===== src/rtl/seg_scan_ctrl.sv =====
// seg_scan_ctrl: N-digit common-anode seven-segment scan controller.
// Scans a packed hex value across NUM_DIGITS digits with per-digit enable
// and blink, and overlays a timed PASS/FAIL flash when the checker reports
// a result. Refresh and blink timing are derived from the system clock.
module seg_scan_ctrl #(
    parameter int NUM_DIGITS    = 4,
    parameter int REFRESH_DIV   = 100000,
    parameter int BLINK_DIV     = 50000000,
    parameter int RESULT_BLINKS = 4
) (
    input  logic                    clk,
    input  logic                    rst,
    input  logic [4*NUM_DIGITS-1:0] value,
    input  logic [NUM_DIGITS-1:0]   digit_en,
    input  logic [NUM_DIGITS-1:0]   blink_mask,
    input  logic                    result_valid,
    input  logic                    result_pass,
    output logic [NUM_DIGITS-1:0]   anode,
    output logic [6:0]              seg,
    output logic                    busy
);

    // Counter widths; a divide-by-1 or single digit still needs a 1-bit register.
    localparam int IW = (NUM_DIGITS > 1) ? $clog2(NUM_DIGITS) : 1;
    localparam int RW = (REFRESH_DIV > 1) ? $clog2(REFRESH_DIV) : 1;
    localparam int BW = (BLINK_DIV > 1) ? $clog2(BLINK_DIV) : 1;
    localparam int CW = $clog2(2 * RESULT_BLINKS + 1);

    localparam logic [RW-1:0] REFRESH_LAST = RW'(REFRESH_DIV - 1);
    localparam logic [BW-1:0] BLINK_LAST   = BW'(BLINK_DIV - 1);
    localparam logic [IW-1:0] IDX_LAST     = IW'(NUM_DIGITS - 1);
    localparam logic [CW-1:0] RESULT_LOAD  = CW'(2 * RESULT_BLINKS);

    localparam logic [6:0] GLYPH_BLANK = 7'b1111111;
    localparam logic [6:0] GLYPH_P     = 7'b0001100;
    localparam logic [6:0] GLYPH_F     = 7'b0001110;

    typedef enum logic [0:0] {
        ST_SHOW   = 1'b0,
        ST_RESULT = 1'b1
    } state_t;

    state_t          state_r, state_s;
    logic [IW-1:0]   idx_r, idx_s;
    logic [RW-1:0]   refresh_cnt_r, refresh_cnt_s;
    logic [BW-1:0]   blink_cnt_r, blink_cnt_s;
    logic            blink_phase_r, blink_phase_s;
    logic [CW-1:0]   result_cnt_r, result_cnt_s;
    logic            pass_r, pass_s;
    logic            busy_r, busy_s;
    logic            refresh_term_s;
    logic            blink_term_s;

    logic [NUM_DIGITS-1:0] anode_r, anode_s;
    logic [6:0]            seg_r, seg_s;
    logic [3:0]            nibble_s;
    logic                  digit_on_s;
    logic                  digit_blink_s;

    // Active-low {g,f,e,d,c,b,a} pattern for one hex nibble.
    function automatic logic [6:0] hex_glyph(input logic [3:0] nib);
        logic [6:0] g;
        case (nib)
            4'h0:    g = 7'b1000000;
            4'h1:    g = 7'b1111001;
            4'h2:    g = 7'b0100100;
            4'h3:    g = 7'b0110000;
            4'h4:    g = 7'b0011001;
            4'h5:    g = 7'b0010010;
            4'h6:    g = 7'b0000010;
            4'h7:    g = 7'b1111000;
            4'h8:    g = 7'b0000000;
            4'h9:    g = 7'b0010000;
            4'hA:    g = 7'b0001000;
            4'hB:    g = 7'b0000011;
            4'hC:    g = 7'b1000110;
            4'hD:    g = 7'b0100001;
            4'hE:    g = 7'b0000110;
            4'hF:    g = 7'b0001110;
            default: g = 7'b1111111;
        endcase
        return g;
    endfunction

    // Next-state logic: free-running refresh/blink timing plus SHOW/RESULT mode control.
    always_comb begin
        state_s       = state_r;
        idx_s         = idx_r;
        refresh_cnt_s = refresh_cnt_r;
        blink_cnt_s   = blink_cnt_r;
        blink_phase_s = blink_phase_r;
        result_cnt_s  = result_cnt_r;
        pass_s        = pass_r;
        busy_s        = busy_r;

        refresh_term_s = (refresh_cnt_r == REFRESH_LAST);
        blink_term_s   = (blink_cnt_r == BLINK_LAST);

        // Digit scanning never stops, whatever the mode.
        if (refresh_term_s) begin
            refresh_cnt_s = {RW{1'b0}};
            if (idx_r == IDX_LAST) begin
                idx_s = {IW{1'b0}};
            end else begin
                idx_s = idx_r + IW'(1);
            end
        end else begin
            refresh_cnt_s = refresh_cnt_r + RW'(1);
        end

        if (blink_term_s) begin
            blink_cnt_s   = {BW{1'b0}};
            blink_phase_s = ~blink_phase_r;
        end else begin
            blink_cnt_s   = blink_cnt_r + BW'(1);
        end

        case (state_r)
            ST_SHOW: begin
                if (result_valid) begin
                    // Restart blink timing so the flash begins with a full "on" half-period.
                    state_s       = ST_RESULT;
                    pass_s        = result_pass;
                    blink_cnt_s   = {BW{1'b0}};
                    blink_phase_s = 1'b0;
                    result_cnt_s  = RESULT_LOAD;
                    busy_s        = 1'b1;
                end else begin
                    busy_s        = 1'b0;
                end
            end
            ST_RESULT: begin
                // Further result pulses are deliberately ignored here.
                if (blink_term_s) begin
                    result_cnt_s = result_cnt_r - CW'(1);
                    if (result_cnt_r == CW'(1)) begin
                        state_s = ST_SHOW;
                        busy_s  = 1'b0;
                    end else begin
                        busy_s  = 1'b1;
                    end
                end else begin
                    busy_s = 1'b1;
                end
            end
            default: begin
                state_s = ST_SHOW;
                busy_s  = 1'b0;
            end
        endcase
    end

    // Output decode for the digit currently selected by the scan index.
    always_comb begin
        anode_s       = {NUM_DIGITS{1'b1}};
        seg_s         = GLYPH_BLANK;
        nibble_s      = value[4*idx_r +: 4];
        digit_on_s    = digit_en[idx_r];
        digit_blink_s = blink_mask[idx_r];

        for (int i = 0; i < NUM_DIGITS; i++) begin
            anode_s[i] = (idx_r != IW'(i));
        end

        case (state_r)
            ST_SHOW: begin
                if (!digit_on_s || (digit_blink_s && blink_phase_r)) begin
                    seg_s = GLYPH_BLANK;
                end else begin
                    seg_s = hex_glyph(nibble_s);
                end
            end
            ST_RESULT: begin
                if (blink_phase_r) begin
                    seg_s = GLYPH_BLANK;
                end else begin
                    seg_s = pass_r ? GLYPH_P : GLYPH_F;
                end
            end
            default: begin
                seg_s = GLYPH_BLANK;
            end
        endcase
    end

    // Mode, timing counters and latched result kind.
    always_ff @(posedge clk or posedge rst) begin
        if (rst) begin
            state_r       <= ST_SHOW;
            idx_r         <= {IW{1'b0}};
            refresh_cnt_r <= {RW{1'b0}};
            blink_cnt_r   <= {BW{1'b0}};
            blink_phase_r <= 1'b0;
            result_cnt_r  <= {CW{1'b0}};
            pass_r        <= 1'b0;
            busy_r        <= 1'b0;
        end else begin
            state_r       <= state_s;
            idx_r         <= idx_s;
            refresh_cnt_r <= refresh_cnt_s;
            blink_cnt_r   <= blink_cnt_s;
            blink_phase_r <= blink_phase_s;
            result_cnt_r  <= result_cnt_s;
            pass_r        <= pass_s;
            busy_r        <= busy_s;
        end
    end

    // Registered pin drivers; reset turns every digit and segment off.
    always_ff @(posedge clk or posedge rst) begin
        if (rst) begin
            anode_r <= {NUM_DIGITS{1'b1}};
            seg_r   <= GLYPH_BLANK;
        end else begin
            anode_r <= anode_s;
            seg_r   <= seg_s;
        end
    end

    assign anode = anode_r;
    assign seg   = seg_r;
    assign busy  = busy_r;

endmodule

===== config.mk =====
export PLATFORM = sky130hd
export DESIGN_NAME = seg_scan_ctrl
export DESIGN_NICKNAME = d
export VERILOG_FILES = /design/src/rtl/seg_scan_ctrl.sv
export SDC_FILE = /design/constraint.sdc
export NUM_CORES = 1
export LEC_CHECK = 0
export ABC_CLOCK_PERIOD_IN_PS = 2100
export CAP_MARGIN = 20
export CELL_PAD_IN_SITES_DETAIL_PLACEMENT = 2
export CELL_PAD_IN_SITES_GLOBAL_PLACEMENT = 2
export CORE_MARGIN = 1
export CORE_UTILIZATION = 33
export CTS_CLUSTER_DIAMETER = 200
export DETAILED_ROUTE_END_ITERATION = 7
export GPL_ROUTABILITY_DRIVEN = 0
export PLACE_DENSITY_LB_ADDON = 0.1
export SYNTH_ARGS = -nofsm -noshare
export SYNTH_HDL_FRONTEND = slang
export SYNTH_SLANG_ARGS = --single-unit

===== constraint.sdc =====
create_clock -name clk -period 2.1 [get_ports clk]
set_input_delay 0.63 -clock clk [delete_from_list [all_inputs] [get_ports clk]]
set_output_delay 0.63 -clock clk [all_outputs]
set_load 0.02 [all_outputs]

After elaboration in Yosys (flattened, before gate mapping)
Memories as Yosys holds them, arrays and structs flattened.
Index checks and enable logic that the tools add are counted.
{"block": "classes", "mux": 23, "order_cmp": 1, "n_reduce_logical": 6, "n_eq_ne": 9, "shift": 1, "bitwise_logic": 2, "addsub": 4}
{"operator": "two-way mux 26 bit", "count": 3}
{"operator": "adder 26 x 1 -> 26 bit, second input constant", "count": 1}
{"operator": "== test 26 bit, second input constant", "count": 1}
{"operator": "adder 17 x 1 -> 17 bit, second input constant", "count": 1}
{"operator": "== test 17 bit, second input constant", "count": 1}
{"operator": "two-way mux 17 bit", "count": 1}
{"operator": "variable part select 16 x 5 -> 4 bit", "count": 1}
{"operator": "two-way mux 7 bit", "count": 2}
{"operator": "case mux 7 bit (2 select lines)", "count": 1}
{"operator": "two-way mux 1 bit", "count": 8}
{"operator": "two-way mux 4 bit", "count": 2}
{"operator": "case mux 4 bit (2 select lines)", "count": 1}
{"operator": "!= test 2 bit, second input constant", "count": 3}
{"operator": "binary-select mux 1 bit (select 2 bit)", "count": 2}
{"operator": "== test 4 x 1 -> 1 bit, second input constant", "count": 1}
{"operator": "two-way mux 2 bit", "count": 2}
{"operator": "!= test 2 x 1 -> 1 bit, second input constant", "count": 2}
{"operator": "AND reduction 2 bit", "count": 2}
{"operator": "subtractor 4 x 1 -> 4 bit, second input constant", "count": 1}
{"operator": "< comparator 2 x 3 -> 1 bit, second input constant", "count": 1}
{"operator": "adder 2 x 1 -> 2 bit, second input constant", "count": 1}
{"operator": "== test 2 bit, second input constant", "count": 1}
{"operator": "NOT 1 bit", "count": 2}
{"operator": "case mux 1 bit (2 select lines)", "count": 1}
{"operator": "other kinds (4)", "count": 4}
{"block": "totals", "out_inout_bits": 12, "rom_bits": 112, "input_bits": 28, "reg_bits": 63, "elab_cells": 56, "mem_count": 1}
{"name": "(no name shown)", "words": 16, "word_bits": 7, "rd": 1, "rd_clocked_by_memory_dff": 0, "wr": 0, "line_no": "63", "source": "case (nib)"}

Logic depth before layout (Yosys ltp)
{"block": "logic_depth", "depth_word": 6, "mapped_depth": 7, "mapped_depth_nobuf": 6}

Worst setup path before layout
OpenSTA, ideal clock, no wires.
{"block": "synth_timing", "kind": "input port to flip-flop", "start": "in value[5]", "end": "reg seg_r[3], in the netlist seg[3]", "arrival_time_ps": 2082, "cell_stages": 6, "setup_ps": 84, "n_path_buf": 0, "setup_slack_ps": -66, "required_ps": 2016, "path_cell_list": "mux4_1 -> inv_1 -> ha_1 -> inv_1 -> mux4_2 -> nand2b_1"}
{"block": "synth_via", "elab_chain_cells": 4}
{"element": "start: declaration", "line_no": "13", "source": "input logic [4*NUM_DIGITS-1:0] value,"}
{"element": "variable part select 16 x 5 -> 4 bit", "line_no": "157", "source": "nibble_s = value[4*idx_r +: 4];"}
{"element": "memory read (16 x 7 bit)"}
{"element": "two-way mux 7 bit", "line_no": "167", "source": "if (!digit_on_s || (digit_blink_s && blink_phase_r)) begin"}
{"element": "case mux 7 bit (2 select lines)", "line_no": "165", "source": "case (state_r)"}
{"element": "net seg_s[3]", "line_no": "55", "source": "logic [6:0] seg_r, seg_s;"}
{"element": "end signal: assignment", "line_no": "216", "source": "seg_r <= seg_s;"}
{"element": "end: declaration", "line_no": "55"}
The timed path passes the listed nets, and every way through them passes these cells.
A chain may end at the register's enable or synchronous reset.

Final worst setup path
{"block": "layout_timing", "start": "in value[11]", "end": "reg seg_r[5], in the netlist seg[5]"}
The elaborated chain is that of the path after synthesis.

==> results.tsv <==
stage	metric	value	unit
power_and_ir_drop	Gate power share	0.084	
worst_setup_path	Reg-to-Reg Start	idx_r[0]	
power_and_ir_drop	Internal Power	1950	uW
worst_setup_path	R2R Path End	seg[3]	
clock_network	CTS buffer count	9	
worst_setup_path	Worst Setup EP	seg[5]	
power_and_ir_drop	VDD IR-drop max	0.000259	V
sta	worst hold margin	427	ps
power_and_ir_drop	NetSw	583	uW
worst_setup_path	Worst Path Arrival	2300	ps
power_and_ir_drop	pwr dens	556	nW/um^2
global_route	largest net degree at the start of global routing	26	
global_route	GRT Resource Usage Total	0.191	
logic_synthesis	Post-synth ARST share	1.00	
sta	Layout Skew	10.6	ps
run_status	status	completed	
power_and_ir_drop	Sw Ratio	0.230	
worst_setup_path	CP max stage delay	600	ps
logic_synthesis	Post-synth EDFFs	0	
sta	Setup-failing EPs final	0	
global_route	global-route wire length before repair	16.6	mm
global_route	Overflow after GRT	0	
power_and_ir_drop	Reg power frac	0.487	
global_route	vias in the first global route	3314	
power_and_ir_drop	Pleak	0.00196	uW
worst_setup_path	critical path depth	6	
worst_setup_path	CP delay by family, top	buffers and inverters	
clock_network	Clock transition at path regs	70	ps
worst_setup_path	WP data required	2370	ps
global_route	antenna violations before repair	0	
placed_design	DPL Wire Length	7.01	mm
logic_synthesis	Seq cells post-synth	63	
logic_synthesis	yosys warns	0	
logic_synthesis	most frequent cell after synthesis	dfrtp_1	
worst_setup_path	CP Cell Sequence	clkdlybuf4s50_1 -> mux4_2 -> buf_4 -> nor3_1 -> a21oi_1 -> a21oi_1	
logic_synthesis	most instantiated cells after synthesis	dfrtp_1, nor2_1, nand2_1	
floorplan	number of placement rows	37	
logic_synthesis	synth unique cells	46	
sta	final worst path period need	2020	ps
route	vias per inst	5.27	
logic_synthesis	Most used DFF post-synth	dfrtp_1	
worst_setup_path	path depth of the worst reg2reg path	6	
logic_synthesis	Seq/Total Area, Yosys	0.449	
cells_and_area	post-route cell area	4550	sq um
logic_synthesis	Post-Syn Area	3540	sq um
logic_synthesis	syn avg cell area	10.2	sq um
cells_and_area	Antenna diodes	0	
route	Vias	2950	
power_and_ir_drop	clock share of power	0.429	
worst_setup_path	CP max FO	9	
floorplan	Chip Width	106	um
logic_synthesis	Synth Net Count	389	
logic_synthesis	top cells by area, synth	dfrtp_1, dfstp_2, xor2_1, ha_1, nor2_1	
logic_synthesis	Synth Instances	346	
route	Detailed Routing Iterations Pass 1	4	
placed_design	placed cell areas	4340	sq um
hold_path	worst hold stages	1	
cells_and_area	final net count	463	
sta	Slew Viols, Final	0	
route	DRT iter0 DRCs	68	
floorplan	Initial Util	0.341	
floorplan	I/O Pins	40	
sta	TNS Setup	0	ps
floorplan	core region area	10400	sq um
worst_setup_path	CP max stage cell	mux4_2	
route	Routed WL per cell	17.2	um
clock_network	# hold bufs at CTS	0	
route	DRT antenna net count	0	
clock_network	# clock sinks	63	
worst_setup_path	crit path from	value[11]	
logic_synthesis	top cell type's share of synthesized area	0.368	
cells_and_area	Filler Cells Inserted	1107	
sta	unrepaired setup endpoints after global routing	false	
cells_and_area	share of layout cells above drive strength 1	0.196	
sta	final hold vios	0	
clock_network	clock root buffer master	clkbuf_8	
worst_setup_path	Setup Crit Path Kind	in2reg	
worst_setup_path	Worst Path Buf+Inv	2	
sta	worst slew pin tran	507	ps
run	max_cap viols	0	
placed_design	Port Buffer Count	39	
floorplan	die area	11100	sq um
power_and_ir_drop	Total Power	2530	uW
cells_and_area	post-layout util	0.439	
worst_setup_path	R2R setup slack	120	ps
clock_network	largest buffer count on any clock path	2	
clock_network	H-tree depth	3	
hold_path	HP Class	reg2reg	
worst_setup_path	startpoint types	primary input	
worst_setup_path	crit-path most repeated cell	a21oi_1	
logic_synthesis	largest area contributor in the netlist	dfrtp_1	
route	drt total wl	9.62	mm
floorplan	chip height	106	um
sta	f_max	0.494	GHz
clock_network	post-CTS setup buffers	0	
sta	Rel. slew slack	0.660	
cells_and_area	Layout area overhead	28.5	%
route	DR DRC count	0	
clock_network	Skew-Pair Late Insertion Delay	340	ps
worst_setup_path	Crit. End Element	register	
clock_network	CTS tree	built	
sta	period utilisation layout	0.964	
logic make-up (layout without fill, tap and decap cells):
kind of cell	count (synthesis)	in the layout	share of synthesized area
buf+inv	30	108	0.0389
compound gates	48	48	0.0855
fa+ha+maj	15	15	0.0530
simple gates	146	146	0.225
flops	63	63	0.449
mux	15	15	0.0767
xor+xnor	29	29	0.0718
per-stage QoR:
step | std cells | setup WS, ps
2_1_floorplan | 346 | 14.6
3_3_place_gp | 545 | -436
3_5_place_dp | 545 | -510
4_1_cts | 560 | -32.6
5_1_grt | 560 | 37.6
6_report | 560 | 75.3
power groups by stage:
stage               Clock (uW)  Sequential [uW]  Combinational [uW]
finish                    1090             1230                 213
global route              1180             1230                 233
CTS                       1130             1230                 217
detailed placement           0             1250                 217
global placement             0             1250                 210
floorplan                    0             1260                83.2
worst min-delay path by stage:
stage	start	end	slack, ps
floorplan	pass_r	seg[1]	380
global placement	pass_r	seg[1]	420
detailed placement	pass_r	seg[1]	410
CTS	pass_r	seg[1]	430
global route	pass_r	seg[1]	440
finish	pass_r	seg[1]	430
layout make-up:
cell class / count / area (sq um) / share of cell area
clock buffers: 12 / 155 / 0.0341
clock inverters: 3 / 42.5 / 0.00935
inverters: 17 / 67.6 / 0.0149
multi-input cells: 253 / 1830 / 0.402
flip-flops and latches: 63 / 1590 / 0.350
well taps: 136 / 170 / 0.0374
repair buffers: 76 / 693 / 0.152
registers in the layout, summed over array words and instances, names as in the netlist:
signal and cells:
idx_r 2, blink_phase_r 1, seg 7, busy 1
result_cnt_r 4, anode 4, pass_r 1, refresh_cnt_r 17
blink_cnt_r 26
routing by layer:
layer / vias to the layer above / global-route usage / part of all wire
met5: - / 0 / 0
met4: 0 / 0.0565 / 0.011
met3: 9 / 0.0371 / 0.029
met2: 36 / 0.329 / 0.49
met1: 1504 / 0.243 / 0.47
li1: 1401 / - / -
cells in the final DEF, fill, tap and decap left out, types with 3 or more instances in the layout:
cell type / Yosys / final
dlymetal6s2s_1: 0 / 3
and3_1: 7 / 7
dfrtp_1: 52 / 51
nand3_1: 17 / 17
and4_1: 8 / 8
o211ai_1: 3 / 3
a21oi_1: 18 / 18
or4_1: 8 / 8
nor4_1: 3 / 3
o31ai_1: 8 / 8
nor2b_1: 5 / 5
o21ai_0: 7 / 7
nand4_1: 13 / 13
mux4_2: 4 / 6
buf_12: 0 / 3
mux2_2: 5 / 5
or3_1: 7 / 7
inv_1: 17 / 14
xnor2_1: 7 / 7
clkbuf_8: 0 / 11
o41ai_1: 3 / 3
ha_1: 15 / 12
nor3_1: 4 / 4
xor2_1: 22 / 22
dfstp_2: 11 / 11
dlygate4sd2_1: 0 / 16
nand2_1: 24 / 24
nor4b_1: 3 / 3
buf_4: 1 / 34
and2_1: 3 / 3
nor2_1: 34 / 34
clkdlybuf4s50_1: 0 / 20
what timing repair did:
action	in CTS	in global routing
resized for setup	21	4
pin swaps	2	1
hold endpoints to repair	0	0
endpoints found under the setup margin	17	4
Power figures use the tool's default switching activity.
